--- src/rtl/axi_io_pmp_err_slv.sv ---
// AXI4 error responder for bursts the IO-PMP denies.
// Writes: W data is consumed and discarded, then an error B response is returned.
// Reads: arlen+1 beats of zero data are returned, each with an error response.
// Two saturating counters record how many write and read bursts were accepted.
module axi_io_pmp_err_slv #(
    parameter int         DATA_WIDTH = 64,
    parameter int         ID_WIDTH   = 8,
    parameter logic [1:0] ERR_RESP   = 2'b10,
    parameter int         CNT_WIDTH  = 32
) (
    input  logic                  clk,
    input  logic                  rst,
    input  logic [ID_WIDTH-1:0]   s_axi_awid,
    input  logic                  s_axi_awvalid,
    output logic                  s_axi_awready,
    input  logic                  s_axi_wlast,
    input  logic                  s_axi_wvalid,
    output logic                  s_axi_wready,
    output logic [ID_WIDTH-1:0]   s_axi_bid,
    output logic [1:0]            s_axi_bresp,
    output logic                  s_axi_bvalid,
    input  logic                  s_axi_bready,
    input  logic [ID_WIDTH-1:0]   s_axi_arid,
    input  logic [7:0]            s_axi_arlen,
    input  logic                  s_axi_arvalid,
    output logic                  s_axi_arready,
    output logic [ID_WIDTH-1:0]   s_axi_rid,
    output logic [DATA_WIDTH-1:0] s_axi_rdata,
    output logic [1:0]            s_axi_rresp,
    output logic                  s_axi_rlast,
    output logic                  s_axi_rvalid,
    input  logic                  s_axi_rready,
    output logic [CNT_WIDTH-1:0]  denied_wr_cnt,
    output logic [CNT_WIDTH-1:0]  denied_rd_cnt
);

    typedef enum logic [1:0] {
        W_IDLE = 2'd0,
        W_DATA = 2'd1,
        W_RESP = 2'd2
    } w_state_t;

    typedef enum logic {
        R_IDLE = 1'b0,
        R_DATA = 1'b1
    } r_state_t;

    localparam logic [CNT_WIDTH-1:0] CNT_MAX = {CNT_WIDTH{1'b1}};

    w_state_t   w_state;
    r_state_t   r_state;
    logic [7:0] beat_cnt;
    logic       aw_hs;
    logic       ar_hs;

    // The readies are registered, so both handshakes depend only on flops and input valids.
    assign aw_hs = s_axi_awvalid & s_axi_awready;
    assign ar_hs = s_axi_arvalid & s_axi_arready;

    // Denied transactions always get the same error code and zero data.
    assign s_axi_bresp = ERR_RESP;
    assign s_axi_rresp = ERR_RESP;
    assign s_axi_rdata = '0;

    // Write channel FSM: accept AW, drain W until wlast, then hold B until bready.
    always_ff @(posedge clk) begin
        if (rst) begin
            w_state       <= W_IDLE;
            s_axi_awready <= 1'b1;
            s_axi_wready  <= 1'b0;
            s_axi_bvalid  <= 1'b0;
            s_axi_bid     <= '0;
        end else begin
            case (w_state)
                W_IDLE: begin
                    if (aw_hs) begin
                        s_axi_bid     <= s_axi_awid;
                        s_axi_awready <= 1'b0;
                        s_axi_wready  <= 1'b1;
                        w_state       <= W_DATA;
                    end
                end
                W_DATA: begin
                    if (s_axi_wvalid && s_axi_wready && s_axi_wlast) begin
                        s_axi_wready <= 1'b0;
                        s_axi_bvalid <= 1'b1;
                        w_state      <= W_RESP;
                    end
                end
                W_RESP: begin
                    if (s_axi_bvalid && s_axi_bready) begin
                        s_axi_bvalid  <= 1'b0;
                        s_axi_awready <= 1'b1;
                        w_state       <= W_IDLE;
                    end
                end
                default: begin
                    w_state       <= W_IDLE;
                    s_axi_awready <= 1'b1;
                    s_axi_wready  <= 1'b0;
                    s_axi_bvalid  <= 1'b0;
                end
            endcase
        end
    end

    // Read channel FSM: accept AR, then stream arlen+1 beats, flagging the last one.
    always_ff @(posedge clk) begin
        if (rst) begin
            r_state       <= R_IDLE;
            s_axi_arready <= 1'b1;
            s_axi_rvalid  <= 1'b0;
            s_axi_rlast   <= 1'b0;
            s_axi_rid     <= '0;
            beat_cnt      <= '0;
        end else begin
            case (r_state)
                R_IDLE: begin
                    if (ar_hs) begin
                        s_axi_rid     <= s_axi_arid;
                        beat_cnt      <= s_axi_arlen;
                        s_axi_arready <= 1'b0;
                        s_axi_rvalid  <= 1'b1;
                        s_axi_rlast   <= (s_axi_arlen == 8'd0);
                        r_state       <= R_DATA;
                    end
                end
                R_DATA: begin
                    if (s_axi_rvalid && s_axi_rready) begin
                        if (beat_cnt == 8'd0) begin
                            s_axi_rvalid  <= 1'b0;
                            s_axi_rlast   <= 1'b0;
                            s_axi_arready <= 1'b1;
                            r_state       <= R_IDLE;
                        end else begin
                            beat_cnt    <= beat_cnt - 8'd1;
                            s_axi_rlast <= (beat_cnt == 8'd1);
                        end
                    end
                end
                default: begin
                    r_state       <= R_IDLE;
                    s_axi_arready <= 1'b1;
                    s_axi_rvalid  <= 1'b0;
                    s_axi_rlast   <= 1'b0;
                end
            endcase
        end
    end

    // Saturating denial counters; only reset clears them.
    always_ff @(posedge clk) begin
        if (rst) begin
            denied_wr_cnt <= '0;
            denied_rd_cnt <= '0;
        end else begin
            if (aw_hs && (denied_wr_cnt != CNT_MAX)) begin
                denied_wr_cnt <= denied_wr_cnt + CNT_WIDTH'(1);
            end
            if (ar_hs && (denied_rd_cnt != CNT_MAX)) begin
                denied_rd_cnt <= denied_rd_cnt + CNT_WIDTH'(1);
            end
        end
    end

endmodule
--- config.mk ---
export PLATFORM = sky130hd
export DESIGN_NAME = axi_io_pmp_err_slv
export DESIGN_NICKNAME = d
export VERILOG_FILES = /design/src/rtl/axi_io_pmp_err_slv.sv
export SDC_FILE = /design/constraint.sdc
export NUM_CORES = 1
export LEC_CHECK = 0
export ABC_CLOCK_PERIOD_IN_PS = 2400
export CELL_PAD_IN_SITES_DETAIL_PLACEMENT = 1
export CELL_PAD_IN_SITES_GLOBAL_PLACEMENT = 2
export CORE_MARGIN = 2
export CORE_UTILIZATION = 25
export CTS_BUF_LIST = sky130_fd_sc_hd__clkbuf_2
export DETAILED_ROUTE_END_ITERATION = 8
export MAX_ROUTING_LAYER = met4
export PLACE_DENSITY = 0.87
export RECOVER_POWER = 25
export SLEW_MARGIN = 20
export SYNTH_ARGS = -nofsm -noshare
export SYNTH_HDL_FRONTEND = slang
export SYNTH_SLANG_ARGS = --single-unit
--- constraint.sdc ---
create_clock -name clk -period 2.4 [get_ports clk]
set_input_delay 0.36 -clock clk [delete_from_list [all_inputs] [get_ports clk]]
set_output_delay 0.36 -clock clk [all_outputs]
set_load 0.1 [all_outputs]
==> out/qor.txt, run 1 <==
Synth top area cells -> dfxtp_1, buf_4, a21oi_1
Synth Warn # -> 0
Ys flop type -> dfxtp_1
Share of cells above drive strength 1 -> 0.2535
Internal power -> 2.098 mW
Core Util, Final -> 0.3153
Slew Viols, Final -> 0
Post-Syn Area -> 0.005331 mm2
Psw -> 1.608 mW
Antenna violations before repair -> 3
Rel. slew slack -> 0.5472
Max-cap violations -> 0
Worst Path Buf+Inv -> 2
F_max -> 0.4814 GHz
CP endpoint kind -> register
Met2 routed WL -> 7373 um
Antenna Violating Nets Remaining -> 0
Gr ovfl total -> 0
Clock transition at path regs -> 0.32 ns
Clk_lat worst skew -> 0.63 ns
Syn Area/Cell -> 8.202 um2
CP arrival -> 2.63 ns
Placeable Area -> 0.02096 mm2
Sequential fraction of the synthesis area -> 0.3642
Fillers -> 2,568
R2R depth -> 8
Crit share post-route -> 0.8656
Min-delay src -> rst
Post-DR wirelength/cell -> 14.90 um
DP HPWL -> 11,880 um
Final setup violation count -> 0
DR iter-0 viols -> 159
DRT met1 WL -> 7526 um
Lkg Pwr -> 2.512 nW
EDFF count, synth -> 0
Number of placed I/O pins -> 186
Yosys top cell by area -> dfxtp_1
Register bit total from synthesis -> 97
RSZ-0062 raised after global routing -> no
Clock power share -> 0.234
H-tree depth -> 3
Die Height -> 150.0 um
Clock Path Buffers -> 2
CTS Hold Bufs -> 0
Fin nets -> 816
Status -> completed
Port Buffers -> 117
Post-synth ARST share -> 0
Seq pwr share -> 0.466
WHS Endpoint -> denied_rd_cnt[9]
Worst reg2reg setup slack -> 0.32 ns
Required @ worst endpoint -> 2.96 ns
Area occupied by multi-input gates -> 0.002937 mm2
Count of cell types in the netlist -> 64
WS Path Type -> reg2reg
Clock root cell -> clkbuf_2
Initial core utilization -> 0.2544
Worst Skew -> 0.05197 ns
RR Startpoint -> denied_rd_cnt[0]
Delay of the slowest critical-path stage -> 0.43 ns
Tot GR Track Use -> 0.1437
Design Power -> 3.706 mW
Initial DRT Pass Iterations -> 4
Slew @ Worst Pin -> 0.6792 ns
Vias in the first global route -> 4,899
Final critical-path setup slack -> 0.3226 ns
Storage cell area -> 0.002012 mm2
Critical Path Fanout Max -> 10
Num CTS Buffers -> 9
Pre-CTS setup slack -> 0.08757 ns
Critical Path Slowest Stage Cell -> dfxtp_2
CTS resizes -> 0
CP top delay family -> simple AND/OR/NAND/NOR gates
R2R Path End -> denied_rd_cnt[25]
Max Used Layer -> met4
Total wire length -> 15,840 um
Die Width -> 150.0 um
Setup bufs post-CTS -> 0
Row count -> 53
Global-route wire length before repair -> 25,120 um
Power per cell area -> 560.9 mW/mm2
Via count -> 5,114
Worst Setup Start Kind -> register
Area added between synthesis and finish -> 23.91%
TNS Setup -> 0 ns
Synth top area share -> 0.3642
Switch share -> 0.4338
Gate power share -> 0.300
Hold Vio Cnt, Final -> 0
Die area -> 0.02251 mm2
CTS tree -> built
Post-DP Area -> 0.006556 mm2
Min cycle time layout -> 2.077 ns
Critical path, cell by cell -> ha_1 -> and4_1 -> nand4bb_1 -> buf_4 -> o2111ai_1 -> buf_4 -> or3_1 -> a21oi_1
Met3 Wirelength -> 777 um
Most frequent CP cell -> buf_4
Clock Sinks -> 97
Fin area -> 0.006606 mm2
Via density -> 4.811
Worst min path class -> in2reg
Pin count of the biggest net entering global routing -> 59
Post-Synthesis Cells -> 650
Peak supply drop -> 0.0002467 V
DRC -> 0
GPL Wtd Cong -> 0.7922
Worst hold stages -> 2
[cell type report]
cell class              instances  area share
clock inverters                 7     0.01061
inverters                      11    0.006250
clock buffers                   9    0.006818
multi-input cells             509      0.4445
repair buffers                152      0.1741
well taps                     275     0.05208
flip-flops and latches         97      0.3045
diodes                          3    0.001136
[placed cells by master (no fill, tap or decap), drive strengths merged, types with 3 or more instances in the layout]
master | netlist | layout
diode | 0 | 3
mux2 | 7 | 7
a21boi | 3 | 3
and3 | 8 | 8
a31oi | 3 | 3
a211oi | 7 | 7
dfxtp | 97 | 97
a21oi | 54 | 54
clkbuf | 17 | 33
nor3 | 19 | 19
mux2i | 12 | 12
nand2 | 48 | 48
inv | 11 | 12
nand3 | 25 | 25
or4 | 18 | 18
clkinvlp | 0 | 3
and2 | 3 | 3
conb | 2 | 68
clkdlybuf4s50 | 0 | 30
xnor2 | 11 | 11
and4 | 6 | 6
o21ai | 28 | 28
ha | 4 | 4
xor2 | 4 | 4
nand4 | 26 | 26
o31ai | 18 | 18
nor4 | 16 | 16
or3 | 25 | 25
nor2 | 61 | 61
nor2b | 9 | 9
buf | 82 | 98
[per-layer routing]
metal	global-route usage	vias up
li1	-	2491
met1	0.1789	2487
met2	0.2333	124
met3	0.03415	12
met4	0.03821	0
met5	-	-
[flip-flops by register name, indices dropped and copies added (netlist names), 2 cells and up]
| register | count |
|---|---|
| s_axi_bid | 8 |
| denied_rd_cnt | 32 |
| denied_wr_cnt | 32 |
| w_state | 2 |
| beat_cnt | 8 |
| s_axi_rid | 8 |
[stage by stage]
| stage | std cells | hold WS [ns] |
|---|---|---|
| final | 1063 | 0.2148 |
| after global routing | 1063 | 0.1415 |
| after CTS | 1060 | 0.1398 |
| after detailed placement | 1044 | 0.4472 |
| after global placement | 1044 | 0.4427 |
| after floorplan | 716 | 0.4960 |
[cell families (layout without fill, tap and decap cells)]
logic type	after synthesis	in the layout	share of synthesized area
AND/OR/NAND/NOR	275	275	0.2851
AO/OA/AOI/OAI	128	128	0.1453
buffers and inverters	110	179	0.1305
flip-flops	97	97	0.3642
multiplexers	19	19	0.03943
XOR/XNOR	15	15	0.02464
adder cells (fa/ha/maj)	4	4	0.009388
other	2	71	0.001409
[worst max-delay path by stage]
stage	startpoint	end	slack, ns	cells after the start
2_1_floorplan	denied_wr_cnt[24]	denied_wr_cnt[1]	0.01	7
3_3_place_gp	s_axi_arvalid	denied_rd_cnt[25]	0.12	7
3_5_place_dp	s_axi_arvalid	denied_rd_cnt[25]	0.09	7
4_1_cts	denied_rd_cnt[0]	denied_rd_cnt[25]	0.30	8
5_1_grt	r_state	beat_cnt[7]	0.16	5
6_report	denied_rd_cnt[0]	denied_rd_cnt[25]	0.32	8
[cells in the mapped netlist, types with 7 or more instances]
library cell	count
nand2_1	47
a211oi_1	7
buf_2	7
o31ai_1	17
o21ai_0	21
or4_1	17
or3_1	25
a21oi_1	54
nand4_1	24
nand3_1	25
xnor2_1	11
clkbuf_1	17
mux2i_1	12
nor3_1	18
dfxtp_1	97
and3_1	8
nor2_1	61
nor4_1	14
nor2b_1	9
buf_4	71
inv_1	11
o21ai_1	7
[power by group through the flow]
stage,logic (mW),clock network (mW),registers [mW]
after floorplan,0.764,0,1.99
after global routing,1.17,0.985,1.74
final,1.11,0.867,1.73
after global placement,1.12,0,1.76
after CTS,1.13,0.936,1.73
after detailed placement,1.13,0,1.76
Note: power is estimated with default switching activity, not from simulation.
==> run 2, diff against run 1 <==
--- a/config.mk
+++ b/config.mk
@@ -6,16 +6,15 @@
 export NUM_CORES = 1
 export LEC_CHECK = 0
 export ABC_CLOCK_PERIOD_IN_PS = 2400
+export CAP_MARGIN = 20
 export CELL_PAD_IN_SITES_DETAIL_PLACEMENT = 1
 export CELL_PAD_IN_SITES_GLOBAL_PLACEMENT = 2
 export CORE_MARGIN = 2
 export CORE_UTILIZATION = 25
 export CTS_BUF_LIST = sky130_fd_sc_hd__clkbuf_2
 export DETAILED_ROUTE_END_ITERATION = 8
-export MAX_ROUTING_LAYER = met4
 export PLACE_DENSITY = 0.87
 export RECOVER_POWER = 25
-export SLEW_MARGIN = 20
 export SYNTH_ARGS = -nofsm -noshare
 export SYNTH_HDL_FRONTEND = slang
 export SYNTH_SLANG_ARGS = --single-unit
==> out/qor.txt, run 2 (synthesis results as in run 1) <==
DR iter-0 viols -> 165 (+3.8%)
TNS Setup -> 0 ns (unchanged)
Die Width -> 150.0 um (unchanged)
Critical Path Fanout Max -> 10 (unchanged)
Design Power -> 3.708 mW (about the same)
CTS resizes -> 0 (unchanged)
Antenna violations before repair -> 3 (unchanged)
Area added between synthesis and finish -> 23.91% (unchanged)
Largest regs -> denied_rd_cnt (32), denied_wr_cnt (32)
Slew Viols, Final -> 0 (unchanged)
F_max -> 0.4802 GHz (-0.25%)
Hold Slack -> 0.2039 ns (-0.01090 ns)
Initial core utilization -> 0.2544 (unchanged)
Via density -> 4.770 (-0.84%)
Gr ovfl total -> 0 (unchanged)
H-tree depth -> 3 (unchanged)
Required @ worst endpoint -> 2.96 ns (about the same)
Fin nets -> 816 (unchanged)
CP arrival -> 2.65 ns (+0.02 ns)
Pin count of the biggest net entering global routing -> 59 (unchanged)
Core Util, Final -> 0.3153 (unchanged)
Most frequent cells in the layout -> buf_4, conb_1, nor2_1
Worst Path Buf+Inv -> 2 (unchanged)
Worst Skew -> 0.05109 ns (-0.0008802 ns)
Final critical-path setup slack -> 0.3175 ns (-0.005178 ns)
Initial DRT Pass Iterations -> 4 (unchanged)
Placeable Area -> 0.02096 mm2 (unchanged)
Critical path, cell by cell -> ha_1 -> and4_1 -> nand4bb_1 -> buf_4 -> o2111ai_1 -> buf_4 -> or3_1 -> a21oi_1
Clock Sinks -> 97 (unchanged)
Placed cells -> 1,044 (unchanged)
Via count -> 5,071 (-0.84%)
CP top delay family -> simple AND/OR/NAND/NOR gates
Setup bufs post-CTS -> 0 (unchanged)
WS Path Type -> reg2reg
Worst min path class -> in2reg
Vias in the first global route -> 4,892 (-0.14%)
DRC -> 0 (unchanged)
CTS Hold Bufs -> 0 (unchanged)
Post-DP Area -> 0.006556 mm2 (unchanged)
Clock transition at path regs -> 0.32 ns (about the same)
Clock Path Buffers -> 2 (unchanged)
Global-route wire length before repair -> 25,160 um (+0.14%)
Final setup violation count -> 0 (unchanged)
Antenna Violating Nets Remaining -> 0 (unchanged)
Final std cells w/o fill -> 1,063 (unchanged)
Lkg Pwr -> 2.512 nW (unchanged)
Most common cell after layout, fill and taps aside -> buf_4
Critical Path Slowest Stage Cell -> dfxtp_2
Worst Setup Start Kind -> register
Max-cap violations -> 0 (unchanged)
Power per cell area -> 561.3 mW/mm2 (about the same)
Die Height -> 150.0 um (unchanged)
Num CTS Buffers -> 9 (unchanged)
RSZ-0062 raised after global routing -> no
Peak supply drop -> 0.0002467 V (about the same)
Share of cells above drive strength 1 -> 0.2535 (unchanged)
Slew @ Worst Pin -> 0.6788 ns (-0.0003960 ns)
DP HPWL -> 11,880 um (unchanged)
CTS tree -> built
Status -> completed
Pre-CTS setup slack -> 0.08757 ns (unchanged)
Most frequent CP cell -> buf_4
Total wire length -> 15,800 um (-0.25%)
Clock root cell -> clkbuf_2
Delay of the slowest critical-path stage -> 0.43 ns (about the same)
Port Buffers -> 117 (unchanged)
Row count -> 53 (unchanged)
Min cycle time layout -> 2.083 ns (+0.005178 ns)
Fin area -> 0.006606 mm2 (unchanged)
Die area -> 0.02251 mm2 (unchanged)
Hold Vio Cnt, Final -> 0 (unchanged)
GPL Wtd Cong -> 0.7814 (-1.4%)
Rel. slew slack -> 0.5475 (about the same)
CP endpoint kind -> register
Crit share post-route -> 0.8677 (+0.002158)
Tot GR Track Use -> 0.1398 (-0.003858)
Post-DR wirelength/cell -> 14.86 um (-0.25%)
Clk_lat worst skew -> 0.64 ns (about the same)
Number of placed I/O pins -> 186 (unchanged)
run 2: cell counts in the layout (fill, tap and decap cells not counted):
Identical to the previous run, type by type.
run 2: worst reg2reg max path: stages (launching register included):
cell and delay, ns:
dfxtp_2 0.43, ha_1 0.22, and4_1 0.20, nand4bb_1 0.13
buf_4 0.19, o2111ai_1 0.17, buf_4 0.21, or3_1 0.35
a21oi_1 0.14
run 2: power breakdown:
| group | internal (mW) | switching (mW) |
|---|---|---|
| clock | 0.237 | 0.633 |
| combinational | 0.193 | 0.919 |
| sequential | 1.67 | 0.0574 |
run 2: area by class of cell:
cell class	count	area, um2
Fill cell	2567	14350
Tap cell	275	344.1
Inverter	11	41.29
Clock inverter	7	70.07
Antenna cell	3	7.507
Sequential cell	97	2012
Timing Repair Buffer	152	1150
Multi-Input combinational cell	509	2937
Clock buffer	9	45.04
run 2: path summary, 6_finish.rpt:
kind                          from           endpoint  slack, ns  cells after the start
setup / recovery  denied_rd_cnt[0]  denied_rd_cnt[25]       0.32                      8
hold / removal                 rst   denied_rd_cnt[9]       0.20                      2
setup reg to reg  denied_rd_cnt[0]  denied_rd_cnt[25]       0.32                      8
hold reg to reg       s_axi_rid[5]       s_axi_rid[5]       0.47                      2
run 2: per-layer routing:
layer,vias up,part of all wire,GRT usage
met5,-,0,0
met4,0,0.010,0.03821
met3,14,0.059,0.03750
met2,124,0.46,0.2333
met1,2443,0.47,0.1775
li1,2490,-,-
